### src/rtl/calc_entry_fsm_if.sv
// calc_entry_fsm_if: the signals between the digit-entry stage, the calculator FSM and the
// display. The entry stage supplies a digit value and a one-cycle enter pulse. The calculator
// drives the multiplexed 7-segment display, the sign LED and a busy flag.
//   digit   : 0-9 valid; 10-15 are ignored by the calculator
//   enter_p : single-cycle capture pulse
//   op_sel  : 00 add, 01 sub, 10 mul, 11 add
//   seg     : active-low segments a..g on bits 6..0
//   an      : active-low digit enables, an[3] is the leftmost digit
//   neg     : sign LED
//   busy    : calculation/conversion in progress
interface calc_entry_fsm_if;
   logic [3:0] digit;
   logic       enter_p;
   logic [1:0] op_sel;
   logic [6:0] seg;
   logic [3:0] an;
   logic       neg;
   logic       busy;

   modport master (output digit, enter_p, op_sel, input seg, an, neg, busy);
   modport slave  (input digit, enter_p, op_sel, output seg, an, neg, busy);
endinterface

### src/rtl/calc_entry_fsm.sv
// calc_entry_fsm: collects two 2-digit decimal operands and applies add, sub or mul. The
// binary result goes through a 14-step double-dabble into BCD. The module scans a 4-digit
// active-low 7-segment display and drives a sign LED.
//   clk   : system clock, rising edge
//   reset : asynchronous, active-low
//   bus   : calc_entry_fsm_if.slave (digit/enter_p/op_sel in; seg/an/neg/busy out)
//
// state  | meaning
// A_TENS | waiting for the tens digit of A
// A_ONES | waiting for the ones digit of A
// B_TENS | waiting for the tens digit of B
// B_ONES | waiting for the ones digit of B
// CALC   | one cycle: result computed, loaded into the shift register
// CONV   | 14 double-dabble iterations
// SHOW   | result displayed; any enter returns to A_TENS
module calc_entry_fsm #(
   parameter int REFRESH_DIV = 100000
) (
   input logic          clk,
   input logic          reset,
   calc_entry_fsm_if.slave bus
);
   localparam int CW = (REFRESH_DIV > 2) ? $clog2(REFRESH_DIV) : 1;
   localparam logic [CW-1:0] CNT_LAST = CW'(REFRESH_DIV - 1);
   localparam logic [6:0] BLANK = 7'b1111111;

   typedef enum logic [2:0] {A_TENS, A_ONES, B_TENS, B_ONES, CALC, CONV, SHOW} state_t;
   state_t state, state_nx;

   logic [3:0]    a_tens, a_ones, b_tens, b_ones;
   logic [13:0]   bin_sr;
   logic [15:0]   bcd, bcd_adj;
   logic [3:0]    iter;
   logic          neg_r;
   logic [CW-1:0] refresh_cnt;
   logic [1:0]    scan_idx;
   logic          scan_en;

   logic          capture;
   logic [6:0]    a_val, b_val;
   logic [13:0]   mag;
   logic          sub_neg;
   logic [3:0]    disp_dig;
   logic          disp_blank;

   assign capture = bus.enter_p && (bus.digit <= 4'd9);
   assign a_val   = 7'(a_tens) * 7'd10 + 7'(a_ones);
   assign b_val   = 7'(b_tens) * 7'd10 + 7'(b_ones);

   always_comb begin
      mag     = 14'(a_val) + 14'(b_val);
      sub_neg = 1'b0;
      case (bus.op_sel)
         2'b01: begin
            if (a_val >= b_val) begin
               mag = 14'(a_val - b_val);
            end else begin
               mag     = 14'(b_val - a_val);
               sub_neg = 1'b1;
            end
         end
         2'b10:   mag = 14'(a_val) * 14'(b_val);
         default: mag = 14'(a_val) + 14'(b_val);
      endcase
   end

   always_comb begin
      bcd_adj = bcd;
      for (int i = 0; i < 4; i++) begin
         if (bcd[i*4 +: 4] >= 4'd5) bcd_adj[i*4 +: 4] = bcd[i*4 +: 4] + 4'd3;
      end
   end

   always_comb begin
      state_nx = state;
      case (state)
         A_TENS:  if (capture) state_nx = A_ONES;
         A_ONES:  if (capture) state_nx = B_TENS;
         B_TENS:  if (capture) state_nx = B_ONES;
         B_ONES:  if (capture) state_nx = CALC;
         CALC:    state_nx = CONV;
         CONV:    if (iter == 4'd13) state_nx = SHOW;
         SHOW:    if (bus.enter_p) state_nx = A_TENS;
         default: state_nx = A_TENS;
      endcase
   end

   always_ff @(posedge clk or negedge reset) begin
      if (!reset) begin
         state  <= A_TENS;
         a_tens <= '0;
         a_ones <= '0;
         b_tens <= '0;
         b_ones <= '0;
         bin_sr <= '0;
         bcd    <= '0;
         iter   <= '0;
         neg_r  <= 1'b0;
      end else begin
         state <= state_nx;
         case (state)
            A_TENS: if (capture) a_tens <= bus.digit;
            A_ONES: if (capture) a_ones <= bus.digit;
            B_TENS: if (capture) b_tens <= bus.digit;
            B_ONES: if (capture) b_ones <= bus.digit;
            CALC: begin
               bin_sr <= mag;
               bcd    <= '0;
               iter   <= '0;
               neg_r  <= (bus.op_sel == 2'b01) && sub_neg;
            end
            CONV: begin
               {bcd, bin_sr} <= {bcd_adj[14:0], bin_sr, 1'b0};
               iter          <= iter + 4'd1;
            end
            SHOW: begin
               if (bus.enter_p) begin
                  a_tens <= '0;
                  a_ones <= '0;
                  b_tens <= '0;
                  b_ones <= '0;
                  bin_sr <= '0;
                  bcd    <= '0;
                  neg_r  <= 1'b0;
               end
            end
            default: ;
         endcase
      end
   end

   // scan_en holds all anodes off for the first cycle after reset release. The counter
   // also waits that cycle, so index 0 is held for REFRESH_DIV cycles like the others.
   always_ff @(posedge clk or negedge reset) begin
      if (!reset) begin
         scan_en     <= 1'b0;
         refresh_cnt <= '0;
         scan_idx    <= '0;
      end else if (!scan_en) begin
         scan_en <= 1'b1;
      end else if (refresh_cnt == CNT_LAST) begin
         refresh_cnt <= '0;
         scan_idx    <= scan_idx + 2'd1;
      end else begin
         refresh_cnt <= refresh_cnt + CW'(1);
      end
   end

   always_comb begin
      disp_dig   = 4'd0;
      disp_blank = 1'b1;
      case (state)
         A_TENS, A_ONES: begin
            if (scan_idx == 2'd3) begin disp_dig = a_tens; disp_blank = 1'b0; end
            if (scan_idx == 2'd2) begin disp_dig = a_ones; disp_blank = 1'b0; end
         end
         B_TENS, B_ONES: begin
            disp_blank = 1'b0;
            case (scan_idx)
               2'd3:    disp_dig = a_tens;
               2'd2:    disp_dig = a_ones;
               2'd1:    disp_dig = b_tens;
               default: disp_dig = b_ones;
            endcase
         end
         SHOW: begin
            disp_dig = bcd[{scan_idx, 2'b00} +: 4];
            case (scan_idx)
               2'd3:    disp_blank = (bcd[15:12] == 4'd0);
               2'd2:    disp_blank = (bcd[15:8] == 8'd0);
               2'd1:    disp_blank = (bcd[15:4] == 12'd0);
               default: disp_blank = 1'b0;
            endcase
         end
         default: ;
      endcase
   end

   function automatic logic [6:0] seg_code(input logic [3:0] d);
      case (d)
         4'd0:    seg_code = 7'b0000001;
         4'd1:    seg_code = 7'b1001111;
         4'd2:    seg_code = 7'b0010010;
         4'd3:    seg_code = 7'b0000110;
         4'd4:    seg_code = 7'b1001100;
         4'd5:    seg_code = 7'b0100100;
         4'd6:    seg_code = 7'b0100000;
         4'd7:    seg_code = 7'b0001111;
         4'd8:    seg_code = 7'b0000000;
         4'd9:    seg_code = 7'b0000100;
         default: seg_code = BLANK;
      endcase
   endfunction

   assign bus.seg  = disp_blank ? BLANK : seg_code(disp_dig);
   assign bus.an   = scan_en ? ~(4'b0001 << scan_idx) : 4'b1111;
   assign bus.neg  = (state == SHOW) && neg_r;
   assign bus.busy = (state == CALC) || (state == CONV);
endmodule
### src/flat_wrapper.sv
// flat-port wrapper written by rule: the top's interface ports become plain ports
module calc_entry_fsm_flat 
#(
   parameter int REFRESH_DIV = 100000
)
  (clk, reset, bus_digit, bus_enter_p, bus_op_sel, bus_seg, bus_an, bus_neg, bus_busy);
  calc_entry_fsm_if bus_i ();
  input logic clk;
  input logic reset;
  input wire logic [$bits(bus_i.digit)-1:0] bus_digit;
  input wire logic [$bits(bus_i.enter_p)-1:0] bus_enter_p;
  input wire logic [$bits(bus_i.op_sel)-1:0] bus_op_sel;
  output wire logic [$bits(bus_i.seg)-1:0] bus_seg;
  output wire logic [$bits(bus_i.an)-1:0] bus_an;
  output wire logic [$bits(bus_i.neg)-1:0] bus_neg;
  output wire logic [$bits(bus_i.busy)-1:0] bus_busy;
  assign bus_i.digit = bus_digit;
  assign bus_i.enter_p = bus_enter_p;
  assign bus_i.op_sel = bus_op_sel;
  assign bus_seg = bus_i.seg;
  assign bus_an = bus_i.an;
  assign bus_neg = bus_i.neg;
  assign bus_busy = bus_i.busy;
  calc_entry_fsm #(.REFRESH_DIV(REFRESH_DIV)) u_core (.clk(clk), .reset(reset), .bus(bus_i));
endmodule
### config.mk
export PLATFORM = sky130hd
export DESIGN_NAME = calc_entry_fsm_flat
export DESIGN_NICKNAME = d
export VERILOG_FILES = /design/src/rtl/calc_entry_fsm_if.sv /design/src/rtl/calc_entry_fsm.sv /design/src/flat_wrapper.sv
export SDC_FILE = /design/constraint.sdc
export NUM_CORES = 1
export LEC_CHECK = 0
export CAP_MARGIN = 20
export CORE_AREA = 2 2 130 132
export CTS_BUF_LIST = sky130_fd_sc_hd__clkbuf_8
export DETAILED_ROUTE_END_ITERATION = 12
export DIE_AREA = 0 0 132 134
export DONT_BUFFER_PORTS = 1
export PLACE_DENSITY = 0.65
export SYNTH_ARGS = -nofsm -noshare
export SYNTH_HDL_FRONTEND = slang
export SYNTH_SLANG_ARGS = --single-unit
### constraint.sdc
create_clock -name clk -period 7.5 [get_ports clk]
set_clock_uncertainty 0.2 [all_clocks]
set_input_delay 1.875 -clock clk [delete_from_list [all_inputs] [get_ports clk]]
set_output_delay 1.875 -clock clk [all_outputs]
set_load 0.02 [all_outputs]
==> results of run 1 <==
==> cells by family after synthesis <==
group,Yosys count,synth area share [%]
fa+ha+maj,123,24.5
simple gates,251,16.6
other cells,1,0.0519
mux,12,2.51
xor+xnor,48,5.82
flops,74,25.6
compound gates,199,18.3
buf+inv,121,6.63
==> through the flow <==
stage	setup WS, ns	area (sq um)	utilization, %
2_1_floorplan	1.55	7230	-
3_3_place_gp	1.26	7380	45.3
3_5_place_dp	1.13	7380	45.3
4_1_cts	1.10	7590	46.6
5_1_grt	0.644	7600	46.6
6_report	1.11	7600	46.6
==> placed cells by master (no fill, tap or decap), types with 4 or more instances in the layout <==
cell       n
a21o_1    17
a21oi_1   47
a222oi_1   4
a22o_1     6
a22oi_1    8
a31oi_1    7
a32o_1     4
and2_1     4
and3_1     4
clkbuf_8  10
dfrtp_1   74
fa_1      31
ha_1      92
inv_1     91
mux2i_1    5
nand2_1   83
nand2b_1  15
nand3_1   26
nand4_1   14
nor2_1    68
nor2b_1    9
nor3_1     7
nor3b_1    4
o211ai_1   4
o21ai_0   47
o21bai_1   4
o22ai_1   11
o31ai_1    7
xnor2_1   32
xor2_1    16
==> worst register-to-register path: cells and delay by family (launching register included) <==
family | cells | cell delay [ns]
fa+ha+maj | 8 | 3.40
compound gates | 6 | 1.04
xor+xnor | 2 | 0.59
flops | 1 | 0.43
simple gates | 2 | 0.40
buf+inv | 4 | 0.21
==> area by class of cell <==
class	instances	area, sq um
clock inverter	6	72.6
fill	1619	8690
clock buffer	10	138
inverter	92	345
timing repair buffer	3	20.0
sequential	74	1850
tap	220	275
multi-input combinational	634	4900
==> state kept, by name, summed over array words and instances, names as in the netlist <==
| register | count |
|---|---|
| u_core.b_ones | 4 |
| u_core.a_ones | 4 |
| u_core.b_tens | 4 |
| u_core.a_tens | 4 |
| u_core.scan_idx | 2 |
| u_core.neg_r | 1 |
| u_core.scan_en | 1 |
| u_core.state | 3 |
| u_core.bin_sr | 14 |
| u_core.refresh_cnt | 17 |
| u_core.iter | 4 |
| u_core.bcd | 16 |
==> path summary, 6_finish.rpt <==
path                                    endpoint  slack [ns]  cells past startpoint
max                            u_core.bin_sr[12]        1.11                     22
min                        u_core.refresh_cnt[2]        0.31                      1
max reg2reg                    u_core.bin_sr[12]        1.11                     22
min reg2reg                u_core.refresh_cnt[2]        0.31                      1
max in group asynchronous          u_core.bcd[9]        5.96                      0
min in group asynchronous          u_core.bcd[8]        1.00                      0
==> routing by layer <==
layer,up-vias,part of all wire (%),GRT usage [%]
li1,2846,-,-
met1,2805,49,29.1
met2,148,45,31.3
met3,19,5.4,3.82
met4,0,1.4,4.83
met5,-,0,0
==> summary.txt, run 1 <==
Die
  • DIE HEIGHT: ~130 microns
  • IO Count: 22
  • Core area: ~0.016 sq mm
  • Die area: around 0.018 sq mm
  • Width of the die: between 100 and 150 microns
  • # rows: 47
  • Initial core utilization: about 44%

STA
  • Slew Limit Fails: 0
  • Final setup violation count: 0
  • Fin Setup TNS: 0 ns
  • Relative slew slack: a little under a third
  • Fin. Hold Viols: 0
  • RSZ-0062 raised after global routing: no
  • Least-Margin Pin Slew: 1.05 ns
  • Post-layout min period: about 6.4 ns
  • Final period util: a little under nine tenths
  • Fmax: between 150 and 200 MHz
  • Hold WS: 0.313 ns

Clocking
  • Clk sinks: 74
  • Post-CTS resize count: 0
  • Clock Tree Root: clkbuf_8
  • CTS hold repair buffers: 0
  • CTS tree: built
  • Setup Fix Bufs, Post-CTS: 0
  • Htree depth: 3
  • Clk buf depth: 2
  • Worst-skew pair later-pin latency: around 0.37 ns
  • Cts bufs inserted: 9
  • Worst-path clk slew: approximately 0.090 ns

Place
  • GPL Wtd Cong: 0.900
  • Port bufs: 0
  • Placed insts: 1,022
  • Post-DP HPWL: approximately 13,000 microns

Yosys
  • Biggest area consumer among synthesized cells: dfrtp_1
  • Post-synthesis sequential area ratio: 25.6%
  • Synth Register Bits: 74
  • Synth Instances: 829
  • Most common cell in the netlist: ha_1
  • Synth Net Count: ~960
  • Ys async rst share: between 90% and 100%
  • Largest cells by area after synthesis: dfrtp_1 26%, ha_1 16%, fa_1 8.6%
  • Synth cell types: 74
  • Syn avg cell area: slightly below 9 sq um
  • Share of the synthesized area in the top cell type: between 20% and 30%
  • Synth warnings: 0
  • Mapped cell area: ~0.0072 sq mm
  • Dominant synthesized flop cell: dfrtp_1
  • Top post-synthesis cells by count: 92 x ha_1, 91 x inv_1, 83 x nand2_1
  • Number of synthesized flops with an enable pin: 0

Detailed routing
  • Avg WL per Cell: around 17 microns
  • Vias: 5,818
  • Detailed Route WL: 17,400 microns
  • Initial DRT Pass Iterations: 4
  • # DRC: 0
  • Vias per cell: about 5.6
  • Antenna Nets Post-Route: 0
  • Initial DRC count: just under 400

Setup path
  • WP data required: ~7.6 ns
  • Kind of cell adding the most delay to the critical path: adder cells
  • Worst path cell trace: ha_1 > ha_1 > inv_1 > fa_1 > nor3b_1 > xor2_1 > nand2_1 > fa_1 > fa_1 > inv_1 > fa_1 > inv_1 > fa_1 > inv_1 > ha_1 > o21ai_0 > a21oi_1 > o41ai_1 > o21ai_0 > xor2_1 > a21oi_1 > o21ai_0
  • Worst-path maximum fanout: 5
  • Crit start category: flip-flop
  • Worst r2r src: u_core.b_tens[1]
  • Crit path DAT: roughly 6.4 ns
  • Top cell by count, worst path: fa_1
  • CP endpoint kind: flip-flop
  • Largest stage delay, worst path: roughly 0.55 ns
  • Critical path type: flip-flop to flip-flop
  • Buf+Inv Stages, Crit Path: 4
  • CP max stage cell: fa_1
  • Beginning of the critical path: u_core.b_tens[1]

Run
  • Max_cap viols: 0

Outcome
  • Result of the run: complete, no violations

Global route
  • Pin count of the biggest net entering global routing: 75
  • Grt total ovfl: 0
  • Vias in the first global route: ~5,700
  • First-pass GRT wire length: roughly 29,000 microns
  • Initial antenna violation count: 0
  • Total Routing Usage GR: approximately 20%

Cells and area
  • Diode count: 0
  • Fin nets: between 900 and 1,000
  • Share of cells above drive strength 1: between 4 and 5%
  • Area grow syn2layout: 5.14%
  • Layout Cells excl Fill: roughly 1,000

Hold path
  • Hold Crit Class: flip-flop to flip-flop
  • Hold path start: u_core.refresh_cnt[2]
Power of run 1 is not shown: default switching activity piles up to over one toggle a cycle in this logic, so the estimate is an artifact.
==> run 2, diff against run 1 <==
--- a/config.mk
+++ b/config.mk
@@ -5,11 +5,12 @@
 export SDC_FILE = /design/constraint.sdc
 export NUM_CORES = 1
 export LEC_CHECK = 0
+export ABC_AREA = 1
 export CAP_MARGIN = 20
-export CORE_AREA = 2 2 130 132
+export CORE_AREA = 2 2 135 137
 export CTS_BUF_LIST = sky130_fd_sc_hd__clkbuf_8
 export DETAILED_ROUTE_END_ITERATION = 12
-export DIE_AREA = 0 0 132 134
+export DIE_AREA = 0 0 137 139
 export DONT_BUFFER_PORTS = 1
 export PLACE_DENSITY = 0.65
 export SYNTH_ARGS = -nofsm -noshare
==> run 2 against run 1 <==
Maximum frequency rose by 5.7%. Wire length grew 13%. Worst hold slack lost 0.033 ns. First-iteration DRC count grew 18%. Register-to-register slack better by 0.35 ns. Setup slack improved by 0.35 ns. Non-clock buffer count fell by 3. Design area grew 8.2%. Flip-flop and latch count unchanged. Via count rose by 20%. Global-route usage increased by 1.3 points.
==> summary.txt, run 2 <==
Detailed routing
  • Vias: 6,958 (was 5,818)
  • Detailed Route WL: 19,700 microns (was 17,400 microns)
  • # DRC: 0 (unchanged)
  • Vias per cell: 5.24 (was 5.60)
  • Avg WL per Cell: 14.8 microns (was 16.7 microns)
  • Initial DRC count: 463 (was 394)
  • Antenna Nets Post-Route: 0 (unchanged)
  • Initial DRT Pass Iterations: 7 (was 4)

Yosys
  • Mapped cell area: 0.00783 sq mm (was 0.00723 sq mm)
  • Share of the synthesized area in the top cell type: 23.6% (was 25.6%)
  • Syn avg cell area: 7.10 sq um (was 8.72 sq um)
  • Most common cell in the netlist: nand2_1 (was ha_1)
  • Top post-synthesis cells by count: 230 x nand2_1, 183 x inv_1, 100 x nor2_1 (was 92 x ha_1, 91 x inv_1, 83 x nand2_1)
  • Synth Register Bits: 74 (unchanged)
  • Synth Net Count: 1,235 (was 961)
  • Number of synthesized flops with an enable pin: 0 (unchanged)
  • Ys async rst share: 100% (unchanged)
  • Biggest area consumer among synthesized cells: dfrtp_1 (unchanged)
  • Synth cell types: 48 (was 74)
  • Synth Instances: 1,103 (was 829)
  • Dominant synthesized flop cell: dfrtp_1 (unchanged)
  • Synth warnings: 0 (unchanged)
  • Post-synthesis sequential area ratio: 23.6% (was 25.6%)
  • Largest cells by area after synthesis: dfrtp_1 24%, ha_1 15%, nand2_1 11% (was dfrtp_1 26%, ha_1 16%, fa_1 8.6%)

Setup path
  • Worst r2r src: u_core.b_tens[0] (was u_core.b_tens[1])
  • R2r setup slk: 1.46 ns (was 1.11 ns)
  • Crit start category: flip-flop (unchanged)
  • Largest stage delay, worst path: 0.54 ns (was 0.55 ns)
  • Crit path DAT: 6.11 ns (was 6.44 ns)
  • FF-to-FF End: u_core.bin_sr[8] (was u_core.bin_sr[12])
  • CP endpoint kind: flip-flop (unchanged)
  • Critical path type: flip-flop to flip-flop (unchanged)
  • Worst-path maximum fanout: 7 (was 5)
  • WP data required: 7.57 ns (was 7.55 ns)
  • CP max stage cell: fa_1 (unchanged)
  • R2R depth: 27 (was 22)
  • Buf+Inv Stages, Crit Path: 7 (was 4)
  • Kind of cell adding the most delay to the critical path: adder cells (unchanged)

Cells and area
  • Area grow syn2layout: 4.95% (was 5.14%)
  • Share of cells above drive strength 1: 5.73% (was 4.27%)
  • Diode count: 0 (unchanged)
  • Biggest regs: u_core.refresh_cnt: 17 flops, u_core.bcd: 16 flops, u_core.bin_sr: 14 flops (unchanged)
  • Max reg flops: 17 (unchanged)
  • Top reg by flops: u_core.refresh_cnt (unchanged)
  • Commonest non-fill, non-tap cell in the layout: nand2_1 (was ha_1)
  • Commonest non-fill, non-tap cells in the layout: 230 x nand2_1, 183 x inv_1, 100 x nor2_1 (was 92 x ha_1, 91 x inv_1, 83 x nand2_1)
  • Fin nets: 1,226 (was 946)

Hold path
  • WHS Endpoint: u_core.iter[3] (was u_core.refresh_cnt[2])
  • Hold path start: u_core.iter[3] (was u_core.refresh_cnt[2])
  • Hold Crit Class: flip-flop to flip-flop (unchanged)
  • Worst Hold Path Cells: 1 (unchanged)

Place
  • Port bufs: 0 (unchanged)
  • GPL Wtd Cong: 0.890 (was 0.900)
  • Post-DP HPWL: 15,400 microns (was 13,300 microns)

Clocking
  • Worst-skew pair later-pin latency: 0.38 ns (was 0.37 ns)
  • Post-CTS resize count: 0 (unchanged)
  • CTS tree: built (unchanged)
  • Clock Tree Root: clkbuf_8 (unchanged)
  • Clk buf depth: 2 (unchanged)
  • Clk sinks: 74 (unchanged)
  • Htree depth: 3 (unchanged)
  • Setup Fix Bufs, Post-CTS: 0 (unchanged)
  • Cts bufs inserted: 9 (unchanged)
  • CTS hold repair buffers: 0 (unchanged)
  • Worst-path clk slew: 0.09 ns (about the same)

STA
  • Final period util: 80.5% (was 85.2%)
  • Relative slew slack: 50.9% (was 30.1%)
  • Final setup violation count: 0 (unchanged)
  • Post-layout min period: 6.04 ns (was 6.39 ns)
  • Fin Setup TNS: 0 ns (unchanged)
  • RSZ-0062 raised after global routing: no (unchanged)
  • Least-Margin Pin Slew: 0.728 ns (was 1.05 ns)
  • Fin. Hold Viols: 0 (unchanged)
  • Fmax: 166 MHz (was 157 MHz)
  • Slew Limit Fails: 0 (unchanged)

Outcome
  • Result of the run: complete, no violations (unchanged)

Die
  • Width of the die: 137 microns (was 132 microns)
  • DIE HEIGHT: 139 microns (was 134 microns)
  • Core area: 0.0177 sq mm (was 0.0163 sq mm)
  • Die area: 0.0190 sq mm (was 0.0177 sq mm)
  • Initial core utilization: 44.3% (was 44.4%)
  • # rows: 49 (was 47)
  • IO Count: 22 (unchanged)

Global route
  • Vias in the first global route: 6,518 (was 5,679)
  • First-pass GRT wire length: 32,700 microns (was 28,600 microns)
  • Initial antenna violation count: 0 (unchanged)
  • Total Routing Usage GR: 21.4% (was 20.1%)
  • Grt total ovfl: 0 (unchanged)
  • Pin count of the biggest net entering global routing: 75 (unchanged)

Run
  • Max_cap viols: 0 (unchanged)
-- run 2: metrics by stage --
step | std cells | cell area [sq um] | hold slack, ns | util (%) | setup slack (ns)
2_1_floorplan | 1103 | 7830 | 0.234 | - | 1.87
3_3_place_gp | 1312 | 8010 | 0.255 | 45.4 | 1.61
3_5_place_dp | 1312 | 8010 | 0.265 | 45.4 | 1.49
4_1_cts | 1328 | 8220 | 0.279 | 46.5 | 1.44
5_1_grt | 1328 | 8220 | 0.308 | 46.5 | 1.01
6_report | 1328 | 8220 | 0.281 | 46.5 | 1.46
-- run 2: cell type report --
| type | instances | area (sq um) |
|---|---|---|
| Sequential cell | 74 | 1850 |
| Multi-Input combinational cell | 813 | 5130 |
| Fill cell | 1811 | 9440 |
| Tap cell | 229 | 287 |
| Clock inverter | 6 | 72.6 |
| Inverter | 196 | 736 |
| Clock buffer | 10 | 138 |
-- run 2: worst max path at each step --
stage | slack [ns] | to | cells after the start | from
floorplan | 1.87 | u_core.bin_sr[8] | 27 | u_core.b_tens[1]
global placement | 1.61 | u_core.bin_sr[8] | 27 | u_core.b_tens[0]
detailed placement | 1.49 | u_core.bin_sr[8] | 27 | u_core.b_tens[0]
CTS | 1.44 | u_core.bin_sr[8] | 27 | u_core.b_tens[0]
global route | 1.01 | u_core.bin_sr[8] | 27 | u_core.b_tens[0]
finish | 1.46 | u_core.bin_sr[8] | 27 | u_core.b_tens[0]
-- run 2: kinds of logic (layout without fill, tap and decap cells) --
family,Yosys count,in the layout,share of synthesized area (%)
simple gates,482,482,27.3
buf+inv,216,212,10.8
compound gates,181,181,12.6
fa+ha+maj,123,123,22.6
flops,74,74,23.6
xor+xnor,24,24,2.68
mux,2,2,0.288
other cells,1,1,0.0479
-- run 2: routing by layer --
| layer | global-route usage, % | up-vias | share of wire [%] |
|---|---|---|---|
| met3 | 3.03 | 27 | 3.7 |
| li1 | - | 3524 | - |
| met5 | 0 | - | 0 |
| met4 | 5.21 | 0 | 1.6 |
| met2 | 33.7 | 153 | 47 |
| met1 | 31.0 | 3254 | 48 |
-- run 2: worst reg2reg max path, cell delays in order, from the launching register on --
cell,delay (ns)
dfrtp_1,0.41
ha_1,0.20
inv_1,0.06
fa_1,0.38
or2_2,0.32
a21oi_1,0.17
xor2_1,0.49
inv_1,0.16
nand2_1,0.12
fa_1,0.45
fa_1,0.54
inv_1,0.05
fa_1,0.52
inv_1,0.05
fa_1,0.53
inv_1,0.04
ha_1,0.33
nand2_1,0.12
inv_1,0.04
nand2_1,0.05
nand2_1,0.06
inv_1,0.06
nand2_1,0.05
or2_2,0.27
nand3_1,0.07
nand2_1,0.06
nand2_1,0.06
a21oi_1,0.06
Power of run 2 is left out for the same reason.
==> run 3, diff against run 2 <==
--- a/config.mk
+++ b/config.mk
@@ -5,14 +5,14 @@
 export SDC_FILE = /design/constraint.sdc
 export NUM_CORES = 1
 export LEC_CHECK = 0
-export ABC_AREA = 1
+export ABC_AREA = 0
 export CAP_MARGIN = 20
-export CORE_AREA = 2 2 135 137
+export CORE_AREA = 2 2 130 132
 export CTS_BUF_LIST = sky130_fd_sc_hd__clkbuf_8
 export DETAILED_ROUTE_END_ITERATION = 12
-export DIE_AREA = 0 0 137 139
+export DIE_AREA = 0 0 132 134
 export DONT_BUFFER_PORTS = 1
-export PLACE_DENSITY = 0.65
+export PLACE_DENSITY = 0.67
 export SYNTH_ARGS = -nofsm -noshare
 export SYNTH_HDL_FRONTEND = slang
 export SYNTH_SLANG_ARGS = --single-unit
==> constraint.sdc (replaced) <==
create_clock -name clk -period 5.25 [get_ports clk]
set_clock_uncertainty 0.2 [all_clocks]
set_input_delay 1.3125 -clock clk [delete_from_list [all_inputs] [get_ports clk]]
set_output_delay 1.3125 -clock clk [all_outputs]
set_load 0.02 [all_outputs]
==> run 3 against run 2 <==
The run now ends with negative setup slack left. Critical path type unchanged. Global-route usage is 0.82 points lower. Maximum frequency rose by 12%. Setup slack worse by 1.6 ns.
==> summary.txt, run 3 (same netlist as run 1, synthesis figures left out) <==
STA
  • Fmax: 185 MHz (was 166 MHz)
  • Relative slew slack: 28.7% (was 50.9%)
  • Final period util: 103% (was 80.5%)
  • Fin. Hold Viols: 0 (unchanged)
  • Least-Margin Pin Slew: 1.06 ns (was 0.728 ns)
  • Post-layout min period: 5.41 ns (was 6.04 ns)
  • Slew Limit Fails: 0 (unchanged)
  • Final setup violation count: 8 (was 0)
  • Fin worst setup slack: -0.158 ns (was 1.46 ns)
  • RSZ-0062 raised after global routing: yes (was no)

Die
  • IO Count: 22 (unchanged)
  • Width of the die: 132 microns (was 137 microns)
  • Core area: 0.0163 sq mm (was 0.0177 sq mm)
  • Die area: 0.0177 sq mm (was 0.0190 sq mm)
  • Initial core utilization: 44.4% (was 44.3%)
  • DIE HEIGHT: 134 microns (was 139 microns)
  • # rows: 47 (was 49)

Clocking
  • Clk sinks: 74 (unchanged)
  • CTS tree: built (unchanged)
  • CTS hold repair buffers: 0 (unchanged)
  • Clk buf depth: 2 (unchanged)
  • Cts bufs inserted: 9 (unchanged)
  • Clock Tree Root: clkbuf_8 (unchanged)
  • Worst-skew pair later-pin latency: 0.37 ns (was 0.38 ns)
  • Htree depth: 3 (unchanged)
  • Worst-path clk slew: 0.09 ns (about the same)

Cells and area
  • Biggest regs: u_core.refresh_cnt: 17 flops, u_core.bcd: 16 flops, u_core.bin_sr: 14 flops (unchanged)
  • Max reg flops: 17 (unchanged)
  • Area grow syn2layout: 14.0% (was 4.95%)
  • Fillers: 1,553 (was 1,811)
  • FF/Latch Area: 0.00185 sq mm (unchanged)
  • Diode count: 0 (unchanged)
  • Commonest non-fill, non-tap cells in the layout: 87 x inv_1, 85 x ha_1, 83 x nand2_1 (was 230 x nand2_1, 183 x inv_1, 100 x nor2_1)
  • Top reg by flops: u_core.refresh_cnt (unchanged)
  • Layout Cells excl Fill: 1,099 (was 1,328)
  • Share of cells above drive strength 1: 14.8% (was 5.73%)
  • Commonest non-fill, non-tap cell in the layout: inv_1 (was nand2_1)
  • Multi-input gate area: 0.00508 sq mm (was 0.00513 sq mm)
  • Fin nets: 1,006 (was 1,226)

Outcome
  • Failing checks: negative setup slack
  • Result of the run: finished with violations (was complete, no violations)

Global route
  • Vias in the first global route: 5,912 (was 6,518)
  • First-pass GRT wire length: 29,700 microns (was 32,700 microns)
  • Pin count of the biggest net entering global routing: 75 (unchanged)
  • Total Routing Usage GR: 20.6% (was 21.4%)
  • Initial antenna violation count: 0 (unchanged)
  • Grt total ovfl: 0 (unchanged)

Setup path
  • Worst-path maximum fanout: 5 (was 7)
  • CP max stage cell: fa_1 (unchanged)
  • Crit path DAT: 5.45 ns (was 6.11 ns)
  • Worst path cell trace: ha_1 > ha_1 > nor2b_1 > o21ai_0 > buf_4 > xnor2_4 > nor2_1 > fa_1 > inv_1 > fa_1 > inv_1 > fa_1 > inv_1 > fa_1 > inv_2 > ha_4 > nand3_1 > nand3_2 > nand4_1 > a31o_2 > a32oi_1 > a21oi_1
  • CP endpoint kind: flip-flop (unchanged)
  • Largest stage delay, worst path: 0.52 ns (was 0.54 ns)
  • CP Depth: 22 (was 27)
  • Kind of cell adding the most delay to the critical path: adder cells (unchanged)
  • Top cell by count, worst path: fa_1
  • WP data required: 5.29 ns (was 7.57 ns)
  • Buf+Inv Stages, Crit Path: 5 (was 7)
  • R2R depth: 22 (was 27)
  • Critical path type: flip-flop to flip-flop (unchanged)
  • Crit start category: flip-flop (unchanged)

Hold path
  • Worst Hold Path Cells: 1 (unchanged)
  • Hold Crit Class: flip-flop to flip-flop (unchanged)

Run
  • Max_cap viols: 0 (unchanged)

Detailed routing
  • Antenna Nets Post-Route: 0 (unchanged)
  • Initial DRT Pass Iterations: 5 (was 7)
  • Vias: 6,020 (was 6,958)
  • Vias per cell: 5.48 (was 5.24)
  • Detailed Route WL: 17,600 microns (was 19,700 microns)
  • Initial DRC count: 390 (was 463)
  • Avg WL per Cell: 16.0 microns (was 14.8 microns)
  • # DRC: 0 (unchanged)

Place
  • Placed insts: 1,078 (was 1,312)
  • Post-DP HPWL: 13,900 microns (was 15,400 microns)
  • Port bufs: 0 (unchanged)
  • GPL Wtd Cong: 0.884 (was 0.890)
==> run 3: cell count changes in the layout (fill, tap and decap cells not counted), sizes merged, moves of 8 or more <==
cell / change
buf: +63
a22oi: +8
inv: -103
nand2b: +15
nand2: -152
nor2b: +9
o21ai: -21
nand3: -63
a21oi: -34
xnor2: +30
a21o: +16
nor2: -44
==> run 3: path summary, 6_finish.rpt <==
kind	endpoint	slack (ns)	start
min in group asynchronous	u_core.bcd[4]	0.43	reset
worst min-delay path	u_core.refresh_cnt[2]	0.30	u_core.refresh_cnt[2]
worst max-delay path	u_core.bin_sr[13]	-0.16	u_core.a_tens[0]
worst max register to register	u_core.bin_sr[13]	-0.16	u_core.a_tens[0]
max in group asynchronous	u_core.refresh_cnt[14]	4.28	reset
worst min register to register	u_core.refresh_cnt[2]	0.30	u_core.refresh_cnt[2]
==> run 3: what timing repair did <==
item	in CTS	in global routing
pin swaps	38	5
setup endpoints to repair	8	8
setup buffers	5	0
gates resized for setup	24	2
==> run 3: layout make-up <==
class,instances,share of cell area (%)
multi-input combinational,634,61.6
sequential,74,22.5
timing repair buffer,63,5.83
inverter,92,4.19
tap,220,3.34
clock buffer,9,1.50
clock inverter,7,1.05
==> run 3: worst register-to-register path, delay by kind of cell (launching register included) <==
kind / cells / cell delay (ns)
AO/OA/AOI/OAI: 4 / 0.74
XOR/XNOR: 1 / 0.12
adder cells (fa/ha/maj): 7 / 2.87
buffers and inverters: 5 / 0.38
flip-flops: 1 / 0.42
AND/OR/NAND/NOR: 5 / 0.57
==> run 3: metrics by stage <==
stage                     hold WS (ns)  utilization [%]  instance area (sq um)  TNS, ns  worst slack [ns]
after floorplan                  0.251                -                   7310   -0.516            -0.165
after global placement           0.284             48.4                   7890   -0.538            -0.119
after detailed placement         0.291             48.4                   7890    -1.22            -0.247
after CTS                        0.304             50.6                   8240    -1.01            -0.180
after global routing             0.333             50.6                   8240    -2.76            -0.407
final                            0.302             50.6                   8240   -0.754            -0.158
==> run 3: routing by layer <==
| metal | share of wire [%] | global-route usage, % |
|---|---|---|
| met1 | 47 | 28.9 |
| met5 | 0 | 0 |
| met2 | 46 | 32.5 |
| met3 | 5.0 | 3.59 |
| met4 | 2.2 | 6.34 |
Power of run 3 is left out for the same reason.
